## src/rtl/plic_target_ctx_pkg.sv

```systemverilog
// Shared constants for the PLIC target context: state encodings, default widths
// and the timeout-counter sizing helper.
package plic_target_ctx_pkg;

    localparam int PLIC_IRQ_WIDTH   = 8;
    localparam int PLIC_CTX_TIMEOUT = 1024;

    localparam logic [1:0] CTX_IDLE    = 2'd0;
    localparam logic [1:0] CTX_SERVICE = 2'd1;
    localparam logic [1:0] CTX_HOLD    = 2'd2;

    // The limit itself must be representable; a limit of 0 still needs one bit.
    function automatic int cnt_width(input int limit);
        return (limit < 2) ? 1 : $clog2(limit + 1);
    endfunction

endpackage

```

## src/rtl/plic_sat_cnt.sv

```systemverilog
// Up-counter with synchronous clear and enable that stops at LIMIT;
// hit_o is high while the count sits at LIMIT.
module plic_sat_cnt #(
    parameter int               WIDTH = 4,
    parameter logic [WIDTH-1:0] LIMIT = '1
) (
    input  logic clk_i,
    input  logic rst_i,
    input  logic clr_i,
    input  logic en_i,
    output logic hit_o
);

    logic [WIDTH-1:0] cnt_q, cnt_d;

    always_comb begin
        cnt_d = cnt_q;
        if (clr_i) begin
            cnt_d = '0;
        end else if (en_i && (cnt_q != LIMIT)) begin
            cnt_d = cnt_q + 1'b1;
        end
    end

    always_ff @(posedge clk_i or posedge rst_i) begin
        if (rst_i) cnt_q <= '0;
        else       cnt_q <= cnt_d;
    end

    assign hit_o = (cnt_q == LIMIT);

endmodule

```

## src/rtl/plic_target_ctx.sv

```systemverilog
// Hart-side claim/complete agent for one PLIC context: sequences claim, service
// and completion, masks meip during service and hold-off, flags errors/timeouts.
module plic_target_ctx
    import plic_target_ctx_pkg::*;
#(
    parameter int IRQ_WIDTH = PLIC_IRQ_WIDTH,
    parameter int HOLDOFF   = 2,
    parameter int TIMEOUT   = PLIC_CTX_TIMEOUT
) (
    input  logic                 clk_i,
    input  logic                 rst_i,
    input  logic                 irq_i,
    input  logic [IRQ_WIDTH-1:0] idx_i,
    output logic                 clam_o,
    output logic                 comp_o,
    output logic [IRQ_WIDTH-1:0] comp_idx_o,
    output logic                 meip_o,
    input  logic                 claim_req_i,
    output logic                 claim_ack_o,
    output logic [IRQ_WIDTH-1:0] claim_id_o,
    input  logic                 comp_req_i,
    input  logic [IRQ_WIDTH-1:0] comp_id_i,
    output logic                 comp_ack_o,
    output logic                 err_o,
    output logic                 tmo_o
);

    localparam int   TMO_W  = cnt_width(TIMEOUT);
    localparam logic TMO_EN = (TIMEOUT != 0);

    logic [1:0]           state_q, state_d;
    logic [IRQ_WIDTH-1:0] cur_id_q, cur_id_d;
    logic [3:0]           hold_cnt_q, hold_cnt_d;
    logic                 claim_ack_q, claim_ack_d;
    logic [IRQ_WIDTH-1:0] claim_id_q, claim_id_d;
    logic                 clam_q, clam_d;
    logic                 comp_ack_q, comp_ack_d;
    logic                 comp_q, comp_d;
    logic [IRQ_WIDTH-1:0] comp_idx_q, comp_idx_d;
    logic                 err_q, err_d;
    logic                 meip_q, meip_d;
    logic                 tmo_q, tmo_d;

    logic has_irq;
    logic cnt_clr;
    logic tmo_cnt_en;
    logic tmo_hit;

    assign has_irq    = irq_i && (idx_i != '0);
    assign tmo_cnt_en = TMO_EN && (state_q == CTX_SERVICE);

    plic_sat_cnt #(
        .WIDTH (TMO_W),
        .LIMIT (TMO_W'(TIMEOUT))
    ) u_tmo_cnt (
        .clk_i (clk_i),
        .rst_i (rst_i),
        .clr_i (cnt_clr),
        .en_i  (tmo_cnt_en),
        .hit_o (tmo_hit)
    );

    // NOTE: every signal gets a default before the case so no path leaves one unassigned (no latches).
    always_comb begin
        state_d     = state_q;
        cur_id_d    = cur_id_q;
        hold_cnt_d  = hold_cnt_q;
        claim_ack_d = claim_req_i;
        claim_id_d  = '0;
        clam_d      = 1'b0;
        comp_ack_d  = comp_req_i;
        comp_d      = 1'b0;
        comp_idx_d  = '0;
        err_d       = 1'b0;
        cnt_clr     = 1'b0;
        tmo_d       = tmo_q | (tmo_cnt_en && tmo_hit);

        case (state_q)
            CTX_IDLE: begin
                err_d = comp_req_i;
                if (claim_req_i && has_irq) begin
                    cur_id_d   = idx_i;
                    claim_id_d = idx_i;
                    clam_d     = 1'b1;
                    cnt_clr    = 1'b1;
                    state_d    = CTX_SERVICE;
                end
            end
            CTX_SERVICE: begin
                if (comp_req_i) begin
                    if (comp_id_i == cur_id_q) begin
                        comp_d     = 1'b1;
                        comp_idx_d = cur_id_q;
                        cur_id_d   = '0;
                        tmo_d      = 1'b0;
                        cnt_clr    = 1'b1;
                        hold_cnt_d = 4'(HOLDOFF);
                        state_d    = CTX_HOLD;
                    end else begin
                        err_d = 1'b1;
                    end
                end
            end
            CTX_HOLD: begin
                err_d      = comp_req_i;
                hold_cnt_d = hold_cnt_q - 1'b1;
                if (hold_cnt_q <= 4'd1) begin
                    hold_cnt_d = '0;
                    state_d    = CTX_IDLE;
                end
            end
            default: state_d = CTX_IDLE;
        endcase

        // Looking at the next state lets meip reopen on the first IDLE cycle after hold-off.
        meip_d = (state_d == CTX_IDLE) && has_irq;
    end

    // NOTE: sequential state uses non-blocking assignments so all flops update from pre-edge values.
    always_ff @(posedge clk_i or posedge rst_i) begin
        if (rst_i) begin
            state_q     <= CTX_IDLE;
            cur_id_q    <= '0;
            hold_cnt_q  <= '0;
            claim_ack_q <= 1'b0;
            claim_id_q  <= '0;
            clam_q      <= 1'b0;
            comp_ack_q  <= 1'b0;
            comp_q      <= 1'b0;
            comp_idx_q  <= '0;
            err_q       <= 1'b0;
            meip_q      <= 1'b0;
            tmo_q       <= 1'b0;
        end else begin
            state_q     <= state_d;
            cur_id_q    <= cur_id_d;
            hold_cnt_q  <= hold_cnt_d;
            claim_ack_q <= claim_ack_d;
            claim_id_q  <= claim_id_d;
            clam_q      <= clam_d;
            comp_ack_q  <= comp_ack_d;
            comp_q      <= comp_d;
            comp_idx_q  <= comp_idx_d;
            err_q       <= err_d;
            meip_q      <= meip_d;
            tmo_q       <= tmo_d;
        end
    end

    assign claim_ack_o = claim_ack_q;
    assign claim_id_o  = claim_id_q;
    assign clam_o      = clam_q;
    assign comp_ack_o  = comp_ack_q;
    assign comp_o      = comp_q;
    assign comp_idx_o  = comp_idx_q;
    assign err_o       = err_q;
    assign meip_o      = meip_q;
    assign tmo_o       = tmo_q;

endmodule

```

## config.mk

```make
export PLATFORM = sky130hd
export DESIGN_NAME = plic_target_ctx
export DESIGN_NICKNAME = d
export VERILOG_FILES = /design/src/rtl/plic_target_ctx_pkg.sv /design/src/rtl/plic_sat_cnt.sv /design/src/rtl/plic_target_ctx.sv
export SDC_FILE = /design/constraint.sdc
export NUM_CORES = 1
export LEC_CHECK = 0
export ABC_AREA = 1
export CORE_UTILIZATION = 45
export CTS_CLUSTER_DIAMETER = 50
export CTS_CLUSTER_SIZE = 40
export DETAILED_ROUTE_END_ITERATION = 6
export GPL_ROUTABILITY_DRIVEN = 0
export HOLD_SLACK_MARGIN = 0.03
export PLACE_DENSITY = 0.69
export SLEW_MARGIN = 20
export SYNTH_ARGS = -nofsm -noshare
export SYNTH_HDL_FRONTEND = slang
export SYNTH_SLANG_ARGS = --single-unit
export TNS_END_PERCENT = 1
```

## constraint.sdc

```tcl
create_clock -name clk_i -period 2.8 [get_ports clk_i]
set_input_delay 0.84 -clock clk_i [delete_from_list [all_inputs] [get_ports clk_i]]
set_output_delay 0.84 -clock clk_i [all_outputs]
set_load 0.01 [all_outputs]
```

# Yosys cells after proc, flatten, opt, wreduce, memory -nomap -nowiden
# Index checks and enable logic that the tools add are counted.
# op_classes
reduce_logical	14
muxes	32
n_bitwise	1
addsub	2
eq_ne	8
magnitude_cmp	1
# op_table
operator	count
$mux 8	8
$mux 11	2
$pmux 8 s2	1
$mux 4	3
$add 11x1->11 const B	1
$eq 11x11->1 const B	1
$ne 11x11->1 const B	1
$mux 1	10
$eq 8x8->1	1
$mux 2	4
$pmux 4 s2	1
$reduce_bool 8->1	1
$pmux 2 s3	1
$reduce_bool 2->1	3
$logic_and 1x1->1	5
$le 4x1->1 const B	1
$logic_not 2->1	2
$ne 2x2->1 const B	2
$pmux 1 s2	2
$reduce_and 4->1	1
$sub 4x1->4 const B	1
$reduce_and 3->1	1
$eq 2x1->1 const B	1
$eq 2x2->1 const B	1
3 further kinds	3
# totals
reg_bits	48
in_bits	21
out_inout_bits	23
elab_cells	71

# Depth between registers and ports, before layout
# logic_depth
depth_word	7
depth_mapped	11

# Cells and area by module
# A second synthesis with hierarchy kept.
# unflattened
hier_cells	292
hier_area_um2	2452.4
# by_module_without_submodules
module	area_each_um2	n_inst	cells_each
plic_target_ctx	1617.8	1	185
plic_sat_cnt	834.6	1	107

# Worst setup path before layout
# No wires, ideal clock.
# synth_path
kind	input port to flip-flop
startpoint	input comp_id_i[0]
endpoint	register u_tmo_cnt.cnt_q[6]
path_slack_ns	1.039
t_arrival_ns	1.642
stages	8
setup_time_ns	0.119
cell_sequence	xnor2_1 > nand2_1 > nor2_2 > nand2_2 > nand2_1 > nand3_4 > inv_6 > nor2_1
# synth_via
elab_chain_cells	5
elab_cells_between_ends	6
# synth_rtl
item	line_no	text
start: declaration	plic_target_ctx.sv:22	input logic [IRQ_WIDTH-1:0] comp_id_i,
$eq 8x8->1 *	plic_target_ctx.sv:91	if (comp_id_i == cur_id_q) begin
$mux 1 *	plic_target_ctx.sv:91	
$mux 1 *	plic_target_ctx.sv:90	if (comp_req_i) begin
$pmux 1 s2 *	plic_target_ctx.sv:78	case (state_q)
$mux 11 or $reduce_bool 2->1 (tied branches)	--	
end signal: assignment	plic_sat_cnt.sv:27	else cnt_q <= cnt_d;
end: declaration	plic_sat_cnt.sv:14	logic [WIDTH-1:0] cnt_q, cnt_d;
# Every way passes the cells marked *; elsewhere a longest branch is shown, timed or not.
# A chain may end at the register's enable or synchronous reset.

# Worst setup path in the final report
# layout_path
startpoint	input comp_id_i[4]
endpoint	register u_tmo_cnt.cnt_q[10]
# Same word-level chain as after synthesis.

==> summary.txt <==
Detailed routing
  • Drt initial violations: 62
  • Post-DRT Antenna Nets: 0
  • Vias per std cell: 4.54
  • Routed wire length per instance: between 10 and 15 um
  • Via count: 1710
  • WL final: 4200 um
  • DRC viols: 0
  • Drt pass-1 iters: 4

Critical path
  • Arrival time at the worst endpoint: 2.27 ns
  • CP max FO: 10
  • Worst R2R Start: cur_id_q[7]
  • Worst Reg-to-Reg Cells: 8
  • Crit path required time: about 3.0 ns
  • Crit Path Class: input port to flop
  • CP startpoint: comp_id_i[4]
  • Crit start category: input port
  • Nature of the critical path endpoint: flop

Power and ir drop
  • Combinational power share: roughly 30%
  • Clock share of power: 22.2%
  • VDD IR max: 0.326 mV
  • Sw Pwr: 0.669 mW
  • Int Pwr: 1.25 mW
  • Leakage: 1.51 nW
  • Sequential cell fraction of total power: 47.9%
  • Switching part of the total power: a little over a third
  • PD cells: 671 nW/um2

Global routing
  • Vias in the first global route: 1648
  • First-pass GRT wire length: 7490 um
  • Pin count of the biggest net entering global routing: 26
  • Initial antenna violation count: 0
  • Tot GR Track Use: 18.7%
  • GRT overflow: 0

Timing
  • Final worst slack: between 0.7 and 0.8 ns
  • Worst slew pin tran: 0.550 ns
  • RSZ-0062 raised after global routing: false
  • Slew Limit Fails: 0
  • Final period util: roughly three quarters
  • Max Fclk: 480 MHz
  • Final setup fails: 0
  • Setup_tns: 0 ns
  • Final Hold Viols: 0
  • Max_slew headroom: 63.3%
  • Final Skew: 0.00494 ns
  • Post-layout min period: 2.08 ns

Final layout
  • Layout cell share with drive strength beyond 1: between 10% and 20%
  • Multi-input gate area: 856 um2
  • Ant diodes: 0
  • Fin util: 60.2%
  • # fillers: 453
  • Storage cell area: between 1000 and 1500 um2
  • Final #Nets: about 330
  • Synthesis-to-layout area growth: 27.5%

Clocking
  • Post-CTS setup buffers: 0
  • Clk sinks: 48
  • Worst-Skew Late Latency: 0.29 ns
  • Clock-pin slew on the worst setup and hold paths: 0.08 ns
  • Cts bufs inserted: 5
  • TritonCTS clock tree: built
  • CTS resizes: 0
  • Post-CTS Hold Buffers: 0
  • H-tree levels: 2
  • CTS Root Buffer Type: clkbuf_8
  • Clock tree buffer depth: 2

Placement
  • DP Wirelength: 3190 um
  • Pre-CTS setup slack: 0.376 ns
  • IO Port Bufs: 43

Logic synthesis
  • Synthesized area: approximately 2200 um2
  • Top-area cell type share of the netlist area: between 50 and 60%
  • Syn Nets: 284
  • Synth cell types: 27
  • FF+latch count, synth: 48
  • Area leader, netlist: dfrtp_1
  • Seq/Total Area, Yosys: 53.5%
  • Post-Syn Instances: 259
  • YS warnings: 0
  • Leading cell types by total area after synthesis: dfrtp_1 53%, nand2_1 11%, inv_1 6.5%
  • Synthesized area per cell: 8.67 um2

Floorplanning
  • Die W: 72.6 um
  • Starting Density: around 47%
  • Std cell rows: 25
  • Die H: between 70 and 80 um
  • IO Pins: 44
  • Core ar.: ~4800 um2
  • Total Die Area: 5280 um2

Min path
  • Worst hold start: tmo_o
  • Hold path depth: 2
  • Hold crit path type: flop to flop

Flow run
  • Maxcap violations: 0

Outcome
  • Status: finished clean
-- registers in the layout, summed over array words and instances (netlist names) --
register         flops
state_q              2
cur_id_q             8
hold_cnt_q           4
clam_o               1
comp_idx_o           8
err_o                1
comp_o               1
claim_ack_o          1
comp_ack_o           1
claim_id_o           8
meip_o               1
tmo_o                1
u_tmo_cnt.cnt_q     11
-- worst max-delay path, stage by stage --
cell             delay (ns)
clkdlybuf4s50_1        0.48
nand2_1                0.05
nand2_1                0.07
nand2_1                0.06
nor2_2                 0.15
nand2_2                0.11
nand2_1                0.14
nand3_4                0.17
inv_6                  0.14
nor2_1                 0.06
-- synthesized netlist by cell type --
master and n:
nand2_1 64, dfrtp_1 48, inv_1 39, nor2_1 35, nand3_1 17, nor2_2 9, xor2_1 8, xnor2_1 6
ha_1 4, nand4_1 4, a21oi_1 3, inv_2 3, nand2_2 2, nand2_4 2, nor2_4 2, o21ai_0 2
buf_4 1, buf_6 1, clkinv_1 1, inv_6 1, nand3_2 1, nand3_4 1, nor3_1 1, nor3b_1 1
o21ai_2 1, o21bai_1 1, or2_2 1
-- through the flow --
stage	hold slack (ns)	total power, mW	instances	area (um2)
floorplan	0.464	1.35	259	2250
global placement	0.484	1.50	369	2770
detailed placement	0.487	1.52	369	2770
CTS	0.510	1.95	377	2860
global route	0.535	2.08	377	2860
finish	0.507	1.92	377	2860
-- cell usage in the layout, fill, tap and decap left out, drive strengths merged --
| cell | synthesis | final |
|---|---|---|
| o21ai | 3 | 3 |
| clkbuf | 0 | 7 |
| inv | 43 | 43 |
| o21bai | 1 | 1 |
| nand2 | 68 | 68 |
| a21oi | 3 | 3 |
| ha | 4 | 4 |
| clkinv | 1 | 1 |
| xor2 | 8 | 8 |
| buf | 2 | 2 |
| clkdlybuf4s50 | 0 | 43 |
| or2 | 1 | 1 |
| dfrtp | 48 | 48 |
| clkinvlp | 0 | 1 |
| nand4 | 4 | 4 |
| nor3b | 1 | 1 |
| nor3 | 1 | 1 |
| xnor2 | 6 | 6 |
| nor2 | 46 | 46 |
| nand3 | 19 | 19 |
-- final timing paths --
kind | slack [ns] | to
setup / recovery | 0.72 | u_tmo_cnt.cnt_q[10]
hold / removal | 0.51 | tmo_o
setup reg to reg | 1.28 | u_tmo_cnt.cnt_q[10]
hold reg to reg | 0.51 | tmo_o
max in group asynchronous | 1.37 | claim_ack_o
min in group asynchronous | 0.91 | comp_idx_o[6]
-- power by group through the flow --
stage          registers [mW]  logic, mW  clock network, mW
2_1_floorplan           0.914      0.435                  0
5_1_grt                 0.940      0.666              0.477
3_5_place_dp            0.934      0.583                  0
3_3_place_gp            0.933      0.566                  0
4_1_cts                 0.922      0.585              0.447
6_report                0.920      0.575              0.426
-- final cells by class --
| cell class | count | share of cell area [%] |
|---|---|---|
| sequential | 48 | 42.0 |
| multi-input combinational | 165 | 29.9 |
| timing repair buffer | 45 | 16.0 |
| inverter | 44 | 5.94 |
| clock buffer | 7 | 3.02 |
| tap | 67 | 2.93 |
| clock inverter | 1 | 0.262 |
-- logic make-up (layout without fill, tap and decap cells) --
family	count (synthesis)	count (layout)	synth area share [%]
flops	48	48	53.5
compound gates	7	7	1.84
fa+ha+maj	4	4	2.23
simple gates	140	140	28.6
xor+xnor	14	14	5.46
buf+inv	46	97	8.41
-- layer usage --
| metal | share of wire (%) | GRT usage (%) | vias to the layer above |
|---|---|---|---|
| met3 | 3.5 | 4.01 | 2 |
| met2 | 46 | 28.6 | 38 |
| met4 | 0.81 | 5.88 | 0 |
| met1 | 49 | 26.6 | 791 |
| met5 | 0 | 0 | - |
| li1 | - | - | 879 |
No activity file was read; power rests on OpenSTA's default activity.
